**config.mk**
```make
export PLATFORM = sky130hd
export DESIGN_NAME = serial_magnitude_comparator
export DESIGN_NICKNAME = d
export VERILOG_FILES = /design/src/rtl/serial_magnitude_comparator.sv
export SDC_FILE = /design/constraint.sdc
export NUM_CORES = 1
export LEC_CHECK = 0
export BUFFER_PORTS_ARGS = -buffer_cell sky130_fd_sc_hd__buf_4
export CORE_AREA = 2 2 81 83
export CTS_BUF_LIST = sky130_fd_sc_hd__clkbuf_2 sky130_fd_sc_hd__clkbuf_4 sky130_fd_sc_hd__clkbuf_8
export DETAILED_ROUTE_END_ITERATION = 7
export DIE_AREA = 0 0 83 85
export PLACE_DENSITY = 0.47
export SLEW_MARGIN = 40
export SYNTH_ARGS = -nofsm -noshare
export SYNTH_HDL_FRONTEND = slang
export SYNTH_SLANG_ARGS = --single-unit
```
**constraint.sdc**
```tcl
create_clock -name clk -period 2.4 [get_ports clk]
set_clock_uncertainty 0.1 [all_clocks]
set_input_delay 0.48 -clock clk [delete_from_list [all_inputs] [get_ports clk]]
set_output_delay 0.48 -clock clk [all_outputs]
set_load 0.1 [all_outputs]
```
**src/rtl/serial_magnitude_comparator.sv**
```systemverilog
// serial_magnitude_comparator
// MSB-first, nibble-serial unsigned magnitude comparator for two WIDTH-bit
// operands. Operands are captured on an accepted start. One 4-bit nibble is
// resolved per clock, and a one-hot lt/eq/gt result is reported with a
// single-cycle done pulse.
// Optional build macro: SERIAL_CMP_EARLY_EXIT_EN. When it is defined, the
// first unequal nibble ends the comparison immediately.
module serial_magnitude_comparator #(
   parameter int unsigned WIDTH = 16
) (
   input  logic             clk,
   input  logic             rst,
   input  logic             start,
   input  logic [WIDTH-1:0] a,
   input  logic [WIDTH-1:0] b,
   output logic             busy,
   output logic             done,
   output logic             lt_out,
   output logic             eq_out,
   output logic             gt_out
);

   localparam int unsigned NIBBLES = WIDTH / 4;
   localparam int unsigned IDXW    = (NIBBLES > 1) ? $clog2(NIBBLES) : 1;

   typedef enum logic [1:0] {
      IDLE,
      COMPARE,
      DONE
   } state_t;

   state_t            state;
   state_t            state_next;
   logic [WIDTH-1:0]  a_q;
   logic [WIDTH-1:0]  b_q;
   logic [IDXW-1:0]   idx;
   logic              dec_lt;
   logic              dec_gt;
   logic [3:0]        a_nib;
   logic [3:0]        b_nib;
   logic              new_lt;
   logic              new_gt;
   logic              load;
   logic              finish;

   // Select the nibble currently addressed by idx from both captured operands
   always_comb begin
      a_nib = '0;
      b_nib = '0;
      for (int unsigned i = 0; i < NIBBLES; i++) begin
         if (idx == IDXW'(i)) begin
            a_nib = a_q[4*i +: 4];
            b_nib = b_q[4*i +: 4];
         end
      end
   end

   // Fold the current nibble into the decision; an earlier decision always wins
   always_comb begin
      new_lt = dec_lt | (~dec_gt & (a_nib < b_nib));
      new_gt = dec_gt | (~dec_lt & (a_nib > b_nib));
   end

   // State register
   always_ff @(posedge clk) begin
      if (rst) begin
         state <= IDLE;
      end else begin
         state <= state_next;
      end
   end

   // Next-state logic, datapath control strobes and status outputs
   always_comb begin
      state_next = state;
      load       = 1'b0;
      finish     = 1'b0;
      busy       = (state == COMPARE);
      done       = (state == DONE);
      case (state)
         IDLE: begin
            if (start) begin
               state_next = COMPARE;
               load       = 1'b1;
            end
         end
         COMPARE: begin
            if (idx == '0) begin
               state_next = DONE;
               finish     = 1'b1;
            end
`ifdef SERIAL_CMP_EARLY_EXIT_EN
            if (!dec_lt && !dec_gt && (a_nib != b_nib)) begin
               state_next = DONE;
               finish     = 1'b1;
            end
`else
`endif
         end
         DONE: begin
            if (start) begin
               state_next = COMPARE;
               load       = 1'b1;
            end else begin
               state_next = IDLE;
            end
         end
         default: state_next = IDLE;
      endcase
   end

   // Operand capture, nibble walk, decision tracking and result registers
   always_ff @(posedge clk) begin
      if (rst) begin
         a_q    <= '0;
         b_q    <= '0;
         idx    <= '0;
         dec_lt <= 1'b0;
         dec_gt <= 1'b0;
         lt_out <= 1'b0;
         eq_out <= 1'b1;
         gt_out <= 1'b0;
      end else if (load) begin
         a_q    <= a;
         b_q    <= b;
         idx    <= IDXW'(NIBBLES - 1);
         dec_lt <= 1'b0;
         dec_gt <= 1'b0;
      end else if (state == COMPARE) begin
         dec_lt <= new_lt;
         dec_gt <= new_gt;
         // Park idx at zero once the walk ends instead of letting it wrap
         idx    <= finish ? '0 : idx - IDXW'(1);
         if (finish) begin
            lt_out <= new_lt;
            eq_out <= ~(new_lt | new_gt);
            gt_out <= new_gt;
         end
      end
   end

endmodule

```
==> flow_metrics.py, run 1 <==
metrics = {
    "clock_tree": {
        "htree_levels": 2,
        "cts_tree": "yes",
        "clockBufferDepth": 2,
        "cts_made_buffers": 5,
        "clock_sinks": 41,
        "cts_hold_buf": 0,
        "insertion_delay_ps": 290,
        "root_buffer": "clkbuf_8",
        "cts.reportedPaths.clkPinSlew_ps": 80,
    },
    "sta": {
        "whs_ps": 331,
        "grt_setup_unrepaired": "false",
        "final.setup.tns_ps": 0,
        "post-route-min-period_ps": 2260,
        "slew_headroom_pct": 71.3,
        "fin_crit_sh_pct": 94.3,
        "timing.final.max_slew_violations": 0,
        "timing.fmax_ghz": 0.442,
        "worst_slack_ps": 137,
        "setup_violations": 0,
        "worstMarginPinSlew_ps": 431,
        "hold_viol_final": 0,
    },
    "logic_synthesis": {
        "synth_area_per_cell_um2": 8.52,
        "synth_cell_type_count": 26,
        "synthMuxAreaShare_pct": 10.1,
        "synth-seq-area-share_pct": 46.1,
        "synth_fp_nets": 248,
        "synth_cells": 209,
        "synthXorXnorAreaFrac_pct": 0,
        "synth_top_family_by_area": "simple AND/OR/NAND/NOR gates",
        "ys_warn_count": 0,
        "synth_compound_area_share_pct": 15.5,
        "synth-simple-area-share_pct": 19.7,
        "syn-cell-area_um2": 1780,
        "synth_fa_ha_area_share_pct": 2.81,
        "synth-seq-cells": 41,
    },
    "setup_path": {
        "reg2reg_depth": 6,
        "regToRegStartpoint": "idx[0]$_SDFFE_PP0P_",
        "cp-start-kind": "register",
        "path_max_fanout": 13,
        "critical_path_required_ps": 2480,
        "rrSetupSlack_ps": 140,
        "critical_path_cell_count": 6,
        "arrival_ps": 2340,
        "crit_path_cell_trace": "buf_12 -> mux4_2 -> ha_1 -> a21oi_2 -> o21ai_0 -> a221o_1",
        "path_class": "register to register",
        "worst_setup_path_end_kind": "register",
        "slowest_stage": "mux4_2",
        "crit_end": "eq_out$_SDFFE_PP1P_",
        "max_stage_delay_ps": 520,
        "cp_num_buf_inv": 1,
        "crit_start": "idx[0]$_SDFFE_PP0P_",
        "crit_family": "compound AO/OA/AOI/OAI gates",
        "r2r-end": "eq_out$_SDFFE_PP1P_",
    },
    "routing": {
        "vias": 1473,
        "first_iter_violations": 67,
        "drt-wirelength-per-cell_um": 12.3,
        "vias_per_cell": 4.59,
        "drc": 0,
        "drt_wl_total_um": 3950,
        "first_pass_iters": 5,
        "ant_nets": 0,
    },
    "placed_design": {
        "placed_area_um2": 2150,
        "portBuffers": 39,
        "gp_congestion": 0.709,
        "dp_slack_ps": 73.5,
        "hpwl_um": 2810,
    },
    "layout": {
        "syn2layout_area_growth_pct": 27.2,
        "post-route-cell-area_um2": 2270,
        "diodes": 0,
        "nNetsFinal": 283,
        "fillCellCount": 650,
        "drive_above_1_share_pct": 27.5,
    },
    "global_routing": {
        "overflow": 0,
        "grt_pass1_wl_um": 6640,
        "antenna_found_initial": 0,
        "grt_usage_pct": 11.8,
        "grt_pass1_vias": 1436,
        "grt_max_degree": 42,
    },
    "hold_path": {
        "hold_path_class": "primary input to register",
    },
    "die": {
        "num_rows": 29,
        "io_pins": 40,
        "initial_core_util_pct": 28.7,
        "die_area_um2": 7060,
        "core_area_um2": 6200,
        "die_h_um": 85,
        "fp.dieW_um": 83,
    },
    "status": {
        "status": "finished clean",
    },
    "power": {
        "cellPowerDensity_nw_per_um2": 688,
        "p_leak_nw": 0.895,
        "irDropWorstVdd_mv": 0.269,
    },
    "flow_run": {
        "maxCapViolCount": 0,
    },
}
==> synth_stat cells <==
cell      instances  share of area, %
a21oi_1          38                11
or3_1             1              0.35
nor3_1            3              0.84
a32o_1            1              0.56
inv_1             7               1.5
nand2_1          67                14
o211ai_1          1              0.42
a41oi_1           1              0.49
a221o_1           1              0.56
o21a_1            1              0.42
buf_2             1              0.28
nor2_1            6               1.3
nor2b_1           1              0.35
buf_6             2               1.3
o21ai_0           4               1.1
mux4_2            8                10
a211oi_1          2              0.84
o21bai_1          1              0.42
dfxtp_1          41                46
nor4_4            1               1.2
nand2b_1          2              0.70
and2b_2           1              0.49
buf_1             2              0.42
nor3b_1           1              0.42
ha_1              4               2.8
clkbuf_1         11               2.3
==> flip-flops by register name (all words and copies together), names as in the netlist <==
register / cells
lt_out: 1
state: 2
dec_lt: 1
a_q: 16
eq_out: 1
dec_gt: 1
b_q: 16
idx: 2
gt_out: 1
==> stage by stage <==
stage	power (W)	utilization, %	instances
2_1_floorplan	0.000999	-	209
3_3_place_gp	0.00110	34.7	314
3_5_place_dp	0.00111	34.7	314
4_1_cts	0.00157	36.2	321
5_1_grt	0.00165	36.5	321
6_report	0.00156	36.5	321
==> per-layer routing <==
layer	GRT usage, %	up-vias	part of all wire, %
met4	5.81	0	1.7
li1	-	775	-
met1	14.9	668	49
met5	0	-	0
met3	2.63	5	3.2
met2	19.0	25	46
==> final cells by class <==
cell class                      count  area (um^2)  area share (%)
Multi-Input combinational cell    145          890            39.2
Sequential cell                    41          822            36.3
Tap cell                           77         96.3            4.25
Timing Repair Buffer               44          343            15.1
Clock buffer                        6         82.6            3.64
Clock inverter                      1         7.51           0.331
Inverter                            7         26.3            1.16
==> placed cells by master, fill, tap and decap left out <==
cell type	Yosys	routed
a21oi_1	38	36
o21a_1	1	1
clkbuf_8	0	6
or3_1	1	1
nor2_1	6	6
o21ai_0	4	4
nor2b_2	0	1
dfxtp_1	41	40
a21oi_2	0	2
buf_12	0	1
buf_4	0	43
nand2b_1	2	2
mux4_2	8	8
o21bai_1	1	1
inv_1	7	7
clkinvlp_4	0	1
and2b_2	1	1
o211ai_1	1	1
nor4_4	1	1
a211oi_1	2	2
nor3b_1	1	1
a41oi_4	0	1
ha_1	4	3
a221o_1	1	1
nor3_1	3	3
ha_2	0	1
dfxtp_2	0	1
nand2_1	67	67
a32o_1	1	1
==> worst min-delay path by stage <==
stage                               startpoint                   end  slack (ps)  depth (start not counted)
after global routing                     b[14]  b_q[14]$_SDFFE_PP0P_         320                          3
after global placement     b_q[5]$_SDFFE_PP0P_   b_q[5]$_SDFFE_PP0P_         340                          2
after CTS                                b[10]  b_q[10]$_SDFFE_PP0P_         320                          3
after detailed placement  a_q[12]$_SDFFE_PP0P_  a_q[12]$_SDFFE_PP0P_         350                          2
after floorplan           a_q[10]$_SDFFE_PP0P_  a_q[10]$_SDFFE_PP0P_         330                          2
final                                     b[3]   b_q[3]$_SDFFE_PP0P_         330                          3
==> repair_timing <==
action                     4_1_cts  5_1_grt
buffers inserted                 0        0
setup endpoints to repair        0        2
resized for setup                0        5
==> worst reg2reg max path, cell delays in order, from the launching register on <==
cell and delay, ps:
dfxtp_2 360, buf_12 150, mux4_2 520, ha_1 370, a21oi_2 200, o21ai_0 150
a221o_1 310
==> power breakdown <==
group          leakage [nW]  total (W)  internal [W]  switching [W]
Sequential            0.337   0.000755      0.000725      0.0000295
Clock                0.0433   0.000455      0.000227       0.000228
Combinational         0.514   0.000350      0.000153       0.000198
Total                 0.895    0.00156       0.00111       0.000455
==> cells by family after synthesis <==
group,Yosys count
muxes,8
AOI/OAI and AO/OA,50
and+or+nand+nor,83
DFF,41
adders and majority gates,4
buffers and inverters,23
No activity file was read; power rests on OpenSTA's default activity.
==> run 2, diff against run 1 <==
--- a/config.mk
+++ b/config.mk
@@ -7,7 +7,7 @@
 export LEC_CHECK = 0
 export BUFFER_PORTS_ARGS = -buffer_cell sky130_fd_sc_hd__buf_4
 export CORE_AREA = 2 2 81 83
-export CTS_BUF_LIST = sky130_fd_sc_hd__clkbuf_2 sky130_fd_sc_hd__clkbuf_4 sky130_fd_sc_hd__clkbuf_8
+export CTS_BUF_LIST = sky130_fd_sc_hd__clkbuf_4
 export DETAILED_ROUTE_END_ITERATION = 7
 export DIE_AREA = 0 0 83 85
 export PLACE_DENSITY = 0.47
==> run 2 against run 1 <==
  * Clock power decreased by 29%
  * Wire length about the same
  * Critical path depth unchanged
==> flow_metrics.py, run 2 (synthesized netlist as in run 1, its figures left out) <==
metrics = {
    "setup_path": {
        "cp-start-kind": "register",
        "path_class": "register to register",
        "path_max_fanout": 13,
        "critical_path_required_ps": 2540,
        "rrSetupSlack_ps": 110,
        "arrival_ps": 2430,
        "worst_setup_path_end_kind": "register",
    },
    "sta": {
        "worst_slack_ps": 108,
        "whs_ps": 259,
        "hold_viol_final": 0,
        "worstMarginPinSlew_ps": 436,
        "timing.fmax_ghz": 0.436,
        "timing.final.max_slew_violations": 0,
        "fin_crit_sh_pct": 95.5,
        "slew_headroom_pct": 70.9,
        "setup_violations": 0,
        "post-route-min-period_ps": 2290,
    },
    "placed_design": {
        "dp_slack_ps": 73.5,
        "portBuffers": 39,
        "gp_congestion": 0.709,
        "dp_cells": 314,
        "hpwl_um": 2810,
    },
    "die": {
        "io_pins": 40,
        "num_rows": 29,
        "die_h_um": 85,
        "initial_core_util_pct": 28.7,
        "core_area_um2": 6200,
        "fp.dieW_um": 83,
        "die_area_um2": 7060,
    },
    "clock_tree": {
        "cts_tree": "yes",
        "postCtsSetupBuffers": 0,
        "clock_sinks": 41,
        "clockBufferDepth": 2,
        "insertion_delay_ps": 350,
        "cts-resized-gates": 0,
        "htree_levels": 2,
        "cts.reportedPaths.clkPinSlew_ps": 120,
        "root_buffer": "clkbuf_4",
        "cts_hold_buf": 0,
        "cts_made_buffers": 5,
    },
    "status": {
        "status": "finished clean",
    },
    "layout": {
        "final_cells": 321,
        "diodes": 0,
        "nNetsFinal": 283,
        "fillCellCount": 654,
        "final_common_cell": "nand2_1",
        "largestRegisters": "a_q: 16 flops, b_q: 16 flops",
        "final_cell_mix": "nand2_1 (67), buf_4 (43), dfxtp_1 (40)",
        "syn2layout_area_growth_pct": 24.9,
        "drive_above_1_share_pct": 27.0,
    },
    "global_routing": {
        "overflow": 0,
        "antenna_found_initial": 0,
        "grt_pass1_vias": 1434,
        "grt_usage_pct": 11.9,
        "grt_max_degree": 42,
        "grt_pass1_wl_um": 6680,
    },
    "flow_run": {
        "maxCapViolCount": 0,
    },
    "power": {
        "p_leak_nw": 0.876,
        "irDropWorstVdd_mv": 0.288,
        "cellPowerDensity_nw_per_um2": 642,
    },
    "routing": {
        "first_iter_violations": 71,
        "drt_wl_total_um": 3950,
        "first_pass_iters": 4,
        "drc": 0,
        "vias_per_cell": 4.66,
        "drt-wirelength-per-cell_um": 12.3,
        "ant_nets": 0,
        "vias": 1495,
    },
    "hold_path": {
        "hold_path_class": "primary input to register",
    },
}
==> run 2: cell types whose count changed in the layout (fill, tap and decap cells not counted), sizes merged <==
cell | previous run | this run
clkbuf | 6 | 5
clkinv | 0 | 1
==> run 2: final timing paths <==
check	end	startpoint	cells after the start
hold / removal	b_q[3]$_SDFFE_PP0P_	b[3]	3
setup / recovery	eq_out$_SDFFE_PP1P_	idx[0]$_SDFFE_PP0P_	6
setup reg to reg	eq_out$_SDFFE_PP1P_	idx[0]$_SDFFE_PP0P_	6
hold reg to reg	b_q[14]$_SDFFE_PP0P_	b_q[14]$_SDFFE_PP0P_	2
==> run 2: area by class of cell <==
type                            instances  area, um^2  share of cell area [%]
Tap cell                               77        96.3                    4.33
Sequential cell                        41         822                    36.9
Multi-Input combinational cell        145         890                    40.0
Timing Repair Buffer                   44         343                    15.4
Inverter                                7        26.3                    1.18
Clock inverter                          2        11.3                   0.506
Clock buffer                            5        37.5                    1.69
==> run 2: critical path, stage by stage (launching register included) <==
cell and delay (ps):
dfxtp_2 370, buf_12 150, mux4_2 520, ha_1 360
a41oi_4 310, nor4_4 50, a221o_1 320
==> run 2: routing by layer <==
layer  vias up  track usage, %  wire (um)
met1       680            15.0       1880
li1        775               -          -
met4         0            6.26         78
met2        33            18.9       1820
met5         -               0          0
met3         7            2.92        169
==> run 2: stage by stage <==
stage               util, %  area [um^2]  TNS, ps  power [W]
detailed placement     34.7         2150        0    0.00111
global route           35.9         2230    -19.1    0.00152
floorplan                 -         1790        0   0.000999
global placement       34.7         2150        0    0.00110
finish                 35.9         2230        0    0.00143
CTS                    35.5         2200        0    0.00143
==> run 2: report_power, final <==
| part | internal [W] | leakage [nW] | total [W] | switching, W |
|---|---|---|---|---|
| logic | 0.000152 | 0.514 | 0.000349 | 0.000197 |
| clock network | 0.000105 | 0.0247 | 0.000324 | 0.000218 |
| registers | 0.000726 | 0.337 | 0.000755 | 0.0000296 |
